`src/rtl/quad_peak_finder.sv`:
```
// quad_peak_finder
// Collects a frame of N_SAMPLES (x, y) pairs from an upstream quadratic
// evaluator and reports the largest y with its x, the smallest y with its
// x, and the signed sum of all y. The result is held with a valid/ready
// handshake until downstream takes it, then kept on the outputs while idle.
module quad_peak_finder #(
    parameter  int WL        = 15,
    parameter  int N_SAMPLES = 16,
    localparam int SUMW      = WL + 9
) (
    input  logic                   CLK,
    input  logic                   RST,
    input  logic                   start,
    input  logic                   in_valid,
    input  logic signed [WL-1:0]   in_x,
    input  logic signed [WL:0]     in_y,
    output logic                   busy,
    output logic                   res_valid,
    input  logic                   res_ready,
    output logic signed [WL:0]     max_y,
    output logic signed [WL-1:0]   max_x,
    output logic signed [WL:0]     min_y,
    output logic signed [WL-1:0]   min_x,
    output logic signed [SUMW-1:0] sum_y
);

    localparam int CW = (N_SAMPLES > 1) ? $clog2(N_SAMPLES) : 1;
    localparam logic [CW-1:0] LAST_IDX = CW'(N_SAMPLES - 1);

    // Seeds chosen so the first accepted sample always wins both
    // comparisons, except when it sits exactly on the extreme itself.
    localparam logic signed [WL:0] Y_MOST_NEG = {1'b1, {WL{1'b0}}};
    localparam logic signed [WL:0] Y_MOST_POS = {1'b0, {WL{1'b1}}};

    typedef enum logic [1:0] {
        IDLE    = 2'd0,
        COLLECT = 2'd1,
        HOLD    = 2'd2
    } state_t;

    state_t          state;
    logic [CW-1:0]   count;
    logic [SUMW-1:0] y_ext;

    assign y_ext = {{(SUMW - WL - 1){in_y[WL]}}, in_y};

    // Frame FSM with registered status and result outputs.
    always_ff @(posedge CLK or posedge RST) begin
        if (RST) begin
            state     <= IDLE;
            busy      <= 1'b0;
            res_valid <= 1'b0;
            count     <= '0;
            max_y     <= '0;
            max_x     <= '0;
            min_y     <= '0;
            min_x     <= '0;
            sum_y     <= '0;
        end else begin
            case (state)
                IDLE: begin
                    if (start) begin
                        state <= COLLECT;
                        busy  <= 1'b1;
                        count <= '0;
                        max_y <= Y_MOST_NEG;
                        min_y <= Y_MOST_POS;
                        max_x <= '0;
                        min_x <= '0;
                        sum_y <= '0;
                    end
                end

                COLLECT: begin
                    if (in_valid) begin
                        if (in_y > max_y) begin
                            max_y <= in_y;
                            max_x <= in_x;
                        end
                        if (in_y < min_y) begin
                            min_y <= in_y;
                            min_x <= in_x;
                        end
                        sum_y <= sum_y + $signed(y_ext);
                        count <= count + 1'b1;
                        if (count == LAST_IDX) begin
                            state     <= HOLD;
                            res_valid <= 1'b1;
                        end
                    end
                end

                HOLD: begin
                    if (res_ready) begin
                        state     <= IDLE;
                        busy      <= 1'b0;
                        res_valid <= 1'b0;
                    end
                end

                default: begin
                    state     <= IDLE;
                    busy      <= 1'b0;
                    res_valid <= 1'b0;
                end
            endcase
        end
    end

endmodule

```
`config.mk`:
```
export PLATFORM = sky130hd
export DESIGN_NAME = quad_peak_finder
export DESIGN_NICKNAME = d
export VERILOG_FILES = /design/src/rtl/quad_peak_finder.sv
export SDC_FILE = /design/constraint.sdc
export NUM_CORES = 1
export LEC_CHECK = 0
export ABC_AREA = 1
export BUFFER_PORTS_ARGS = -buffer_cell sky130_fd_sc_hd__clkbuf_2
export CORE_UTILIZATION = 40
export DETAILED_ROUTE_END_ITERATION = 8
export PLACE_DENSITY = 0.71
export SETUP_SLACK_MARGIN = 0.3
export SLEW_MARGIN = 20
export SYNTH_ARGS = -nofsm -noshare
export SYNTH_HDL_FRONTEND = slang
export SYNTH_SLANG_ARGS = --single-unit
```
`constraint.sdc`:
```
create_clock -name CLK -period 2.7 [get_ports CLK]
set_input_delay 0.135 -clock CLK [delete_from_list [all_inputs] [get_ports CLK]]
set_output_delay 0.135 -clock CLK [all_outputs]
set_load 0.05 [all_outputs]
```
==> impl_metrics.json <==
{
  "drv_slew": 0,
  "required_ps": 2940,
  "period_minus_slack_ps": 2220,
  "fin_ws_ps": 485,
  "die_y_um": 126,
  "startpoint_type": "register",
  "status": "finished, violations left",
  "cts_tree": "yes",
  "grtUsageTotal": 0.222,
  "grt_pass1_wl_um": 27600,
  "path_common_cell": "nand2_1",
  "fin_setup_tns_ps": 0,
  "clk_latency_ps": 350,
  "diodes": 0,
  "reg2regPathDepth": 10,
  "cts.clk_slew.worst_paths_ps": 80,
  "drc": 10,
  "worstMarginPinSlew_ps": 620,
  "min_path_cells": 3,
  "synth-seq-cells": 94,
  "hold_violations": 0,
  "routed_wl_um": 17000,
  "drv_cap": 0,
  "grt_max_degree": 38,
  "violations": "design-rule violations",
  "worst_path_largest_cell_delay_ps": 410,
  "synth_area_per_cell_um2": 7.32,
  "synth_cell_types": 33,
  "crit_chain": "ha_1 > fa_2 > nand2_1 > o21ai_0 > a21oi_1 > o21ai_1 > nand2_1 > nand3_1 > nand3_1 > nand2_1",
  "start_util": 0.416,
  "hold_slack_ps": 67.1,
  "drt-initial-drc-count": 412,
  "syn_area_um2": 6110,
  "die_x_um": 126,
  "drt-pass1-iter-count": 7,
  "fin_crit_sh": 0.821,
  "slowest_stage": "dfrtp_1",
  "die_area_um2": 15800,
  "rows": 44,
  "synth_nets": 927,
  "hpwl_um": 12800,
  "ios": 124,
  "fin_nets": 1056,
  "num_vias": 5828,
  "ys_seq_area_frac": 0.385,
  "finalClockSkew_ps": 7.92,
  "synthCells": 835,
  "setup_viol": 0,
  "clkSinkCount": 94,
  "place_ws_ps": 239,
  "ys_warn_count": 0,
  "grt_pass1_vias": 5547,
  "cts-root-buf": "clkbuf_16",
  "cp.arrival_ps": 2460,
  "cts_buffer_depth": 2,
  "core_um2": 14700,
  "grt_setup_unrepaired": "false",
  "antenna_found_initial": 0,
  "h-tree-depth": 3,
  "area_delta_synth_final_pct": 20.3,
  "routed_via_density": 5.05,
  "port_buffers": 123,
  "drive_above_1_share": 0.196,
  "wl_per_cell_um": 14.7,
  "antenna_left": 0,
  "max_freq_mhz": 451,
  "hold_path.class": "in2reg",
  "numCtsBuffers": 9,
  "crit_type": "reg2reg",
  "grt.overflow.total": 0,
  "maxSlewHeadroom": 0.586,
  "critPathCaptureType": "register",
  "routabilityCongestion": 0.929,
  "cp_max_fo": 4
}
[per-stage QoR]
stage / instances / util / instance area [µm²]
finish: 1153 / 0.500 / 7350
global route: 1153 / 0.500 / 7350
CTS: 1148 / 0.497 / 7310
detailed placement: 1131 / 0.475 / 6990
global placement: 1131 / 0.475 / 6990
floorplan: 835 / - / 6110
[flip-flops by register name, indices dropped and copies added (netlist names), 2 cells and up]
name and count:
sum_y 24, max_y 16, state 2, min_x 15, min_y 16, count 4, max_x 15
[what timing repair did]
item,4_1_cts,5_1_grt
pin swaps,1,1
buffers inserted,0,5
gates resized for setup,2,3
cloned,0,0
hold buffers,1,0
setup endpoints to repair,19,23
endpoints found under the hold margin,24,0
[cell usage in the layout, fill, tap and decap left out, types with 2 or more instances in the layout]
| cell type | synthesis | routed |
|---|---|---|
| inv_1 | 88 | 87 |
| buf_4 | 0 | 19 |
| o21a_1 | 2 | 2 |
| inv_8 | 0 | 2 |
| nand2_4 | 0 | 2 |
| inv_6 | 0 | 2 |
| nor2_1 | 61 | 61 |
| o21ai_0 | 36 | 34 |
| or2_2 | 18 | 18 |
| clkinv_4 | 0 | 2 |
| a22o_1 | 3 | 3 |
| clkbuf_2 | 0 | 123 |
| dfrtp_1 | 94 | 94 |
| a32o_1 | 2 | 2 |
| o21ai_1 | 0 | 2 |
| nor2_4 | 2 | 2 |
| a21oi_1 | 43 | 43 |
| nand3_1 | 87 | 87 |
| clkbuf_16 | 0 | 9 |
| nand2_1 | 260 | 260 |
| o21bai_1 | 5 | 5 |
| a21o_1 | 3 | 3 |
| nor3_1 | 8 | 8 |
| buf_12 | 0 | 2 |
| xor2_1 | 3 | 3 |
| inv_2 | 2 | 2 |
| nand4_1 | 24 | 24 |
| ha_1 | 55 | 55 |
[metal layers]
metal	global-route usage	share of wire	routed length [µm]
met4	0.0660	0.019	317
met5	0	0	0
met3	0.0454	0.053	900
met2	0.363	0.46	7890
met1	0.294	0.46	7870
[worst paths after layout]
check	from	end	slack (ps)
worst max-delay path	sum_y[0]$_DFFE_PP0P_	sum_y[16]$_DFFE_PP0P_	480
worst min-delay path	in_y[0]	max_y[0]$_DFFE_PP0P_	70
worst max register to register	sum_y[0]$_DFFE_PP0P_	sum_y[16]$_DFFE_PP0P_	480
worst min register to register	min_x[4]$_DFFE_PP0P_	min_x[4]$_DFFE_PP0P_	470
max in group asynchronous	RST	sum_y[20]$_DFFE_PP0P_	1460
min in group asynchronous	RST	min_x[1]$_DFFE_PP0P_	390
[worst max-delay path: cells and delay by family, from the launching register on]
family	cells	cell delay (ps)
adder cells (fa/ha/maj)	2	650
AO/OA/AOI/OAI	3	570
AND/OR/NAND/NOR	5	480
flip-flops	1	410
[cells by family (layout without fill, tap and decap cells)]
family	after synthesis	in the layout	synth area share
buf+inv	118	252	0.0754
xor+xnor	3	3	0.00430
compound gates	97	97	0.0895
flops	94	94	0.385
mux	1	1	0.00164
simple gates	466	466	0.328
fa+ha+maj	56	56	0.116
[area by class of cell]
cell class              count  area (µm²)
well taps                 184         230
fillers                  1453        7350
flip-flops and latches     94        2350
repair buffers            145         808
clock buffers               9         225
multi-input cells         623        3310
clock inverters             7        73.8
inverters                  91         348
[Yosys cell counts]
cell / instances / area, µm²
a211oi_1: 1 / 7.51
a21o_1: 3 / 22.5
a21oi_1: 43 / 215
a21oi_4: 1 / 16.3
a22o_1: 3 / 26.3
a31oi_1: 1 / 6.26
a32o_1: 2 / 20.0
and2_1: 1 / 6.26
buf_1: 2 / 7.51
buf_2: 6 / 30.0
buf_6: 1 / 11.3
clkbuf_1: 18 / 67.6
dfrtp_1: 94 / 2350
fa_1: 1 / 20.0
ha_1: 55 / 688
inv_1: 88 / 330
inv_2: 2 / 7.51
inv_4: 1 / 6.26
mux2i_1: 1 / 10.0
nand2_1: 260 / 976
nand2_2: 3 / 18.8
nand3_1: 87 / 435
nand3b_1: 1 / 7.51
nand4_1: 24 / 150
nor2_1: 61 / 229
nor2_2: 1 / 6.26
nor2_4: 2 / 22.5
nor3_1: 8 / 40.0
o21a_1: 2 / 15.0
o21ai_0: 36 / 180
o21bai_1: 5 / 37.5
or2_2: 18 / 113
xor2_1: 3 / 26.3
Power is left out: the tool's default activity adds up to more than one toggle a clock period on the data nets, which glitch-free logic cannot reach.
